[src/rtl/button_if.sv]
// Button pin bundle: raw pin levels in, debounced level and edge pulses out.
// The master side is the pin/board side; the slave side is the conditioner.
interface button_if #(
    parameter int NUM_CHANNELS = 1
);
    logic [NUM_CHANNELS-1:0] button_raw;
    logic [NUM_CHANNELS-1:0] button_level;
    logic [NUM_CHANNELS-1:0] button_pressed;
    logic [NUM_CHANNELS-1:0] button_released;

    modport master (
        output button_raw,
        input  button_level,
        input  button_pressed,
        input  button_released
    );

    modport slave (
        input  button_raw,
        output button_level,
        output button_pressed,
        output button_released
    );
endinterface

[src/rtl/button_debouncer.sv]
// Multi-channel push-button conditioner: optional input inversion, an N-stage
// synchroniser, a stable-count filter and registered press/release pulses.
// Channels are fully independent. A new level is accepted only after the
// synchronised input has differed from the current level for DEBOUNCE_CYCLES
// consecutive clocks; any return to the current level restarts the count.
module button_debouncer #(
    parameter int NUM_CHANNELS     = 1,
    parameter int SYNC_STAGES      = 2,
    parameter int DEBOUNCE_CYCLES  = 1000,
    parameter int ACTIVE_LOW_INPUT = 0
) (
    input  logic    clock,
    input  logic    reset_n,
    button_if.slave btn
);
    localparam int CW = (DEBOUNCE_CYCLES > 1) ? $clog2(DEBOUNCE_CYCLES) : 1;
    localparam logic [CW-1:0] CNT_MAX = CW'(DEBOUNCE_CYCLES - 1);
    localparam logic [NUM_CHANNELS-1:0] INV_MASK =
        (ACTIVE_LOW_INPUT != 0) ? {NUM_CHANNELS{1'b1}} : {NUM_CHANNELS{1'b0}};

    logic [NUM_CHANNELS-1:0] in_w;
    logic [NUM_CHANNELS-1:0] sync_out;
    logic [NUM_CHANNELS-1:0] sync_q     [SYNC_STAGES];
    logic [NUM_CHANNELS-1:0] sync_d     [SYNC_STAGES];
    logic [CW-1:0]           count_q    [NUM_CHANNELS];
    logic [CW-1:0]           count_d    [NUM_CHANNELS];
    logic [NUM_CHANNELS-1:0] level_q,    level_d;
    logic [NUM_CHANNELS-1:0] pressed_q,  pressed_d;
    logic [NUM_CHANNELS-1:0] released_q, released_d;

    // Normalise polarity so that 1 always means "pressed" downstream.
    assign in_w     = btn.button_raw ^ INV_MASK;
    assign sync_out = sync_q[SYNC_STAGES-1];

    // Synchroniser shift: stage 0 samples the pin, each stage feeds the next.
    always_comb begin
        for (int s = 0; s < SYNC_STAGES; s++) begin
            sync_d[s] = '0;
        end
        sync_d[0] = in_w;
        for (int s = 1; s < SYNC_STAGES; s++) begin
            sync_d[s] = sync_q[s-1];
        end
    end

    // Stable-count filter and pulse generation, one lane per channel.
    always_comb begin
        level_d    = level_q;
        pressed_d  = '0;
        released_d = '0;
        for (int ch = 0; ch < NUM_CHANNELS; ch++) begin
            count_d[ch] = '0;
            if (sync_out[ch] != level_q[ch]) begin
                if (count_q[ch] == CNT_MAX) begin
                    // Input held long enough: accept it and flag the edge.
                    level_d[ch]    = sync_out[ch];
                    pressed_d[ch]  = sync_out[ch];
                    released_d[ch] = ~sync_out[ch];
                end else begin
                    count_d[ch] = count_q[ch] + CW'(1);
                end
            end
        end
    end

    // State registers; reset returns every channel to "released, stable".
    always_ff @(posedge clock or negedge reset_n) begin
        if (!reset_n) begin
            for (int s = 0; s < SYNC_STAGES; s++) begin
                sync_q[s] <= '0;
            end
            for (int ch = 0; ch < NUM_CHANNELS; ch++) begin
                count_q[ch] <= '0;
            end
            level_q    <= '0;
            pressed_q  <= '0;
            released_q <= '0;
        end else begin
            for (int s = 0; s < SYNC_STAGES; s++) begin
                sync_q[s] <= sync_d[s];
            end
            for (int ch = 0; ch < NUM_CHANNELS; ch++) begin
                count_q[ch] <= count_d[ch];
            end
            level_q    <= level_d;
            pressed_q  <= pressed_d;
            released_q <= released_d;
        end
    end

    assign btn.button_level    = level_q;
    assign btn.button_pressed  = pressed_q;
    assign btn.button_released = released_q;
endmodule

[src/flat_wrapper.sv]
// flat-port wrapper written by rule: the top's interface ports become plain ports
module button_debouncer_flat 
#(
    parameter int NUM_CHANNELS     = 1,
    parameter int SYNC_STAGES      = 2,
    parameter int DEBOUNCE_CYCLES  = 1000,
    parameter int ACTIVE_LOW_INPUT = 0
)
  (clock, reset_n, btn_button_raw, btn_button_level, btn_button_pressed, btn_button_released);
  button_if #(.NUM_CHANNELS(NUM_CHANNELS)) btn_i ();
  input  logic clock;
  input  logic reset_n;
  input wire logic [$bits(btn_i.button_raw)-1:0] btn_button_raw;
  output wire logic [$bits(btn_i.button_level)-1:0] btn_button_level;
  output wire logic [$bits(btn_i.button_pressed)-1:0] btn_button_pressed;
  output wire logic [$bits(btn_i.button_released)-1:0] btn_button_released;
  assign btn_i.button_raw = btn_button_raw;
  assign btn_button_level = btn_i.button_level;
  assign btn_button_pressed = btn_i.button_pressed;
  assign btn_button_released = btn_i.button_released;
  button_debouncer #(.NUM_CHANNELS(NUM_CHANNELS), .SYNC_STAGES(SYNC_STAGES), .DEBOUNCE_CYCLES(DEBOUNCE_CYCLES), .ACTIVE_LOW_INPUT(ACTIVE_LOW_INPUT)) u_core (.clock(clock), .reset_n(reset_n), .btn(btn_i));
endmodule
[config.mk]
export PLATFORM = sky130hd
export DESIGN_NAME = button_debouncer_flat
export DESIGN_NICKNAME = d
export VERILOG_FILES = /design/src/rtl/button_if.sv /design/src/rtl/button_debouncer.sv /design/src/flat_wrapper.sv
export SDC_FILE = /design/constraint.sdc
export NUM_CORES = 1
export LEC_CHECK = 0
export CAP_MARGIN = 20
export CORE_MARGIN = 2
export CORE_UTILIZATION = 50
export CTS_CLUSTER_SIZE = 30
export DETAILED_ROUTE_END_ITERATION = 8
export HOLD_SLACK_MARGIN = 0.1
export PLACE_DENSITY = 0.75
export REMOVE_ABC_BUFFERS = 1
export SYNTH_ARGS = -nofsm -noshare
export SYNTH_HDL_FRONTEND = slang
export SYNTH_SLANG_ARGS = --single-unit
[constraint.sdc]
create_clock -name clock -period 3.15 [get_ports clock]
set_input_delay 0.63 -clock clock [delete_from_list [all_inputs] [get_ports clock]]
set_output_delay 0.63 -clock clock [all_outputs]
set_load 0.03 [all_outputs]
==> results.json <==
{
  "status": "finished, final reports clean",
  "die_h_um": 40.9,
  "crit_type": "register to primary output",
  "synth_xor_area_share_pct": 6.45,
  "cp_slowest_stage_delay_ps": 710,
  "antenna_cells": 0,
  "cp_num_buf_inv": 1,
  "worstMarginPinSlew_ps": 659,
  "vias": 487,
  "slew_headroom_pct": 55.9,
  "p_leak_nw": 0.311,
  "antenna_found_initial": 0,
  "ys_seq_area_share_pct": 55.2,
  "start_util_pct": 52.9,
  "switchingPower_w": 0.0000776,
  "crit_family": "buffers and inverters",
  "cts_setup_buffers": 0,
  "fin_crit_sh_pct": 65.9,
  "arrival_ps": 1450,
  "hold_class": "register to register",
  "grt_max_degree": 16,
  "max_freq_mhz": 482,
  "cts_buffer_depth": 2,
  "synth_seq_cells": 15,
  "ys_warn_count": 0,
  "clock_skew_ps": 4.88,
  "die_x_um": 40.9,
  "internal_power_w": 0.000251,
  "dp_hpwl_um": 799,
  "ir_worst_vdd_uv": 261,
  "reg2reg_depth": 4,
  "grt_usage_pct": 19.2,
  "end_kind": "primary output",
  "rsz0062_at_grt": "no",
  "synth_compound_area_share_pct": 12.9,
  "cts_buffers": 3,
  "avgRoutedWirePerCell_um": 13.6,
  "drtPass1Iterations": 3,
  "place_congestion": 0.776,
  "maxCapViolCount": 0,
  "port-buffer-count": 5,
  "power.share.combinational_pct": 4.9,
  "cts_max_level": 1,
  "via_per_inst": 5.80,
  "synth_top_family_by_area": "simple AND/OR/NAND/NOR gates",
  "ios": 6,
  "cts_resized": 0,
  "clock-sinks": 15,
  "switching_share_pct": 23.6,
  "synth_cell_type_count": 23,
  "finalPower_w": 0.000328,
  "syn_area_sq_um": 679,
  "yosys.area_share.simple_pct": 20.3,
  "timing.setup.tns_ps": 0,
  "fin_nets": 74,
  "setup_viol": 0,
  "core_sq_um": 1280,
  "power_density_nw_per_um2": 423,
  "postSynthAreaPerCell_sq_um": 11.3,
  "hold_viol_final": 0,
  "area_growth_pct": 14.2,
  "drv_slew": 0,
  "cts_hold_buf": 0,
  "clk_latency_ps": 290,
  "overflow": 0,
  "worstSetupStartpointType": "register",
  "synthMuxAreaShare_pct": 2.21,
  "synthCells": 60,
  "drc": 0,
  "crit_fanout": 6,
  "tritoncts": "done",
  "root_buffer": "clkbuf_4",
  "first_iter_violations": 7,
  "design.die.area_sq_um": 1670,
  "ant_nets": 0,
  "synthAdderAreaFrac_pct": 1.84,
  "cts.clk_slew.worst_paths_ps": 90,
  "crit_chain": "clkdlybuf4s50_1",
  "first_global_vias": 445,
  "pwr-share-seq_pct": 61.3,
  "grt_pass1_wl_um": 1950,
  "crit_cells": 1,
  "crit_required_ps": 2520,
  "rows": 13,
  "critPathSlowestCell": "clkdlybuf4s50_1",
  "clkPwrFrac_pct": 33.7,
  "drive_above_1_share_pct": 13.0,
  "fin_crit_ps": 2080,
  "totalWireLength_um": 1140,
  "whs_path_depth": 0
}
## synthesized netlist by cell type, drive strengths merged
cell type  instances  share of area [%]
o31ai              2                2.2
o21ai              5                3.7
or3                3                3.5
nor2               5                2.8
a211oi             2                2.2
or4                1                1.1
and3               1                1.1
and4               1                1.3
nor3b              2                2.2
nand4              2                1.8
ha                 1                1.8
nand2              2                1.1
inv                2                1.1
nand4bb            1                2.4
dfrtp             15                 55
xnor2              2                2.6
o21ba              1                1.5
o21a               1                1.1
mux2               1                2.2
a21oi              3                2.2
xor2               3                3.9
nand3              4                2.9
## cell usage in the layout (no fill, tap or decap)
cell and n:
inv_1 2, o21a_1 1, nand2_1 2, clkbuf_4 3, clkinv_2 1, ha_1 1
nand4_1 2, o21ba_2 1, nor2_1 5, or4_1 1, o31ai_1 2, xor2_1 3
clkdlybuf4s50_1 5, a211oi_1 2, xnor2_1 2, and4_1 1, mux2_4 1, nand3_1 4
o21ai_0 5, and3_2 1, a21oi_1 3, nand4bb_2 1, nor3b_1 2, dfrtp_1 15
or3_4 1, or3_1 2
## worst paths after layout
check                                        endpoint                     from  slack, ps
max                                  btn_button_level  u_core.btn.button_level       1070
min                                   u_core.sync_out         u_core.sync_d[0]        360
max reg2reg                         u_core.count_q[3]        u_core.count_q[0]       1450
min reg2reg                           u_core.sync_out         u_core.sync_d[0]        360
max in group asynchronous            u_core.sync_d[0]                  reset_n       1990
min in group asynchronous  u_core.btn.button_released                  reset_n        730
## power groups by stage
| stage | registers [W] | logic, W | clock network [W] |
|---|---|---|---|
| after floorplan | 0.000204 | 0.00000812 | 0 |
| after global placement | 0.000205 | 0.0000162 | 0 |
| after detailed placement | 0.000205 | 0.0000165 | 0 |
| after CTS | 0.000202 | 0.0000165 | 0.000113 |
| after global routing | 0.000202 | 0.0000187 | 0.000127 |
| final | 0.000202 | 0.0000162 | 0.000111 |
## kinds of logic after synthesis
logic type	after synthesis
compound gates	14
fa+ha+maj	1
flops	15
buf+inv	2
mux	1
simple gates	22
xor+xnor	5
## per-stage QoR
| step | instances | utilization, % | setup slack, ps | cell area (sq um) | hold slack (ps) |
|---|---|---|---|---|---|
| 3_5_place_dp | 80 | 58.2 | 1390 | 748 | 340 |
| 3_3_place_gp | 80 | 58.2 | 1420 | 748 | 347 |
| 6_report | 84 | 60.4 | 1070 | 776 | 355 |
| 5_1_grt | 84 | 60.4 | 1020 | 776 | 364 |
| 2_1_floorplan | 60 | - | 1600 | 679 | 331 |
| 4_1_cts | 84 | 60.4 | 1070 | 776 | 359 |
## sequential cells by signal (all words and copies together) (netlist names)
| signal | cells |
|---|---|
| u_core.btn.button_level | 1 |
| u_core.sync_out | 1 |
| u_core.btn.button_released | 1 |
| u_core.count_q | 10 |
| u_core.btn.button_pressed | 1 |
| u_core.sync_d | 1 |
## layout make-up
cell class	count	area, sq um
Fill cell	108	509
Sequential cell	15	375
Multi-Input combinational cell	43	297
Timing Repair Buffer	5	50.0
Clock buffer	3	22.5
Tap cell	15	18.8
Inverter	2	7.51
Clock inverter	1	5.00
## per-layer routing
layer	vias to the layer above	routed length [um]	global-route usage, %
li1	240	-	-
met1	239	580	24.5
met2	8	510	27.3
met3	0	51	9.78
met4	0	0	7.50
met5	-	0	0
## worst reg2reg max path, stage by stage (launching register included)
cell and delay (ps):
dfrtp_1 400, ha_1 260, nand4bb_2 190, o31ai_1 610, nor2_1 110
Power figures use the tool's default switching activity.
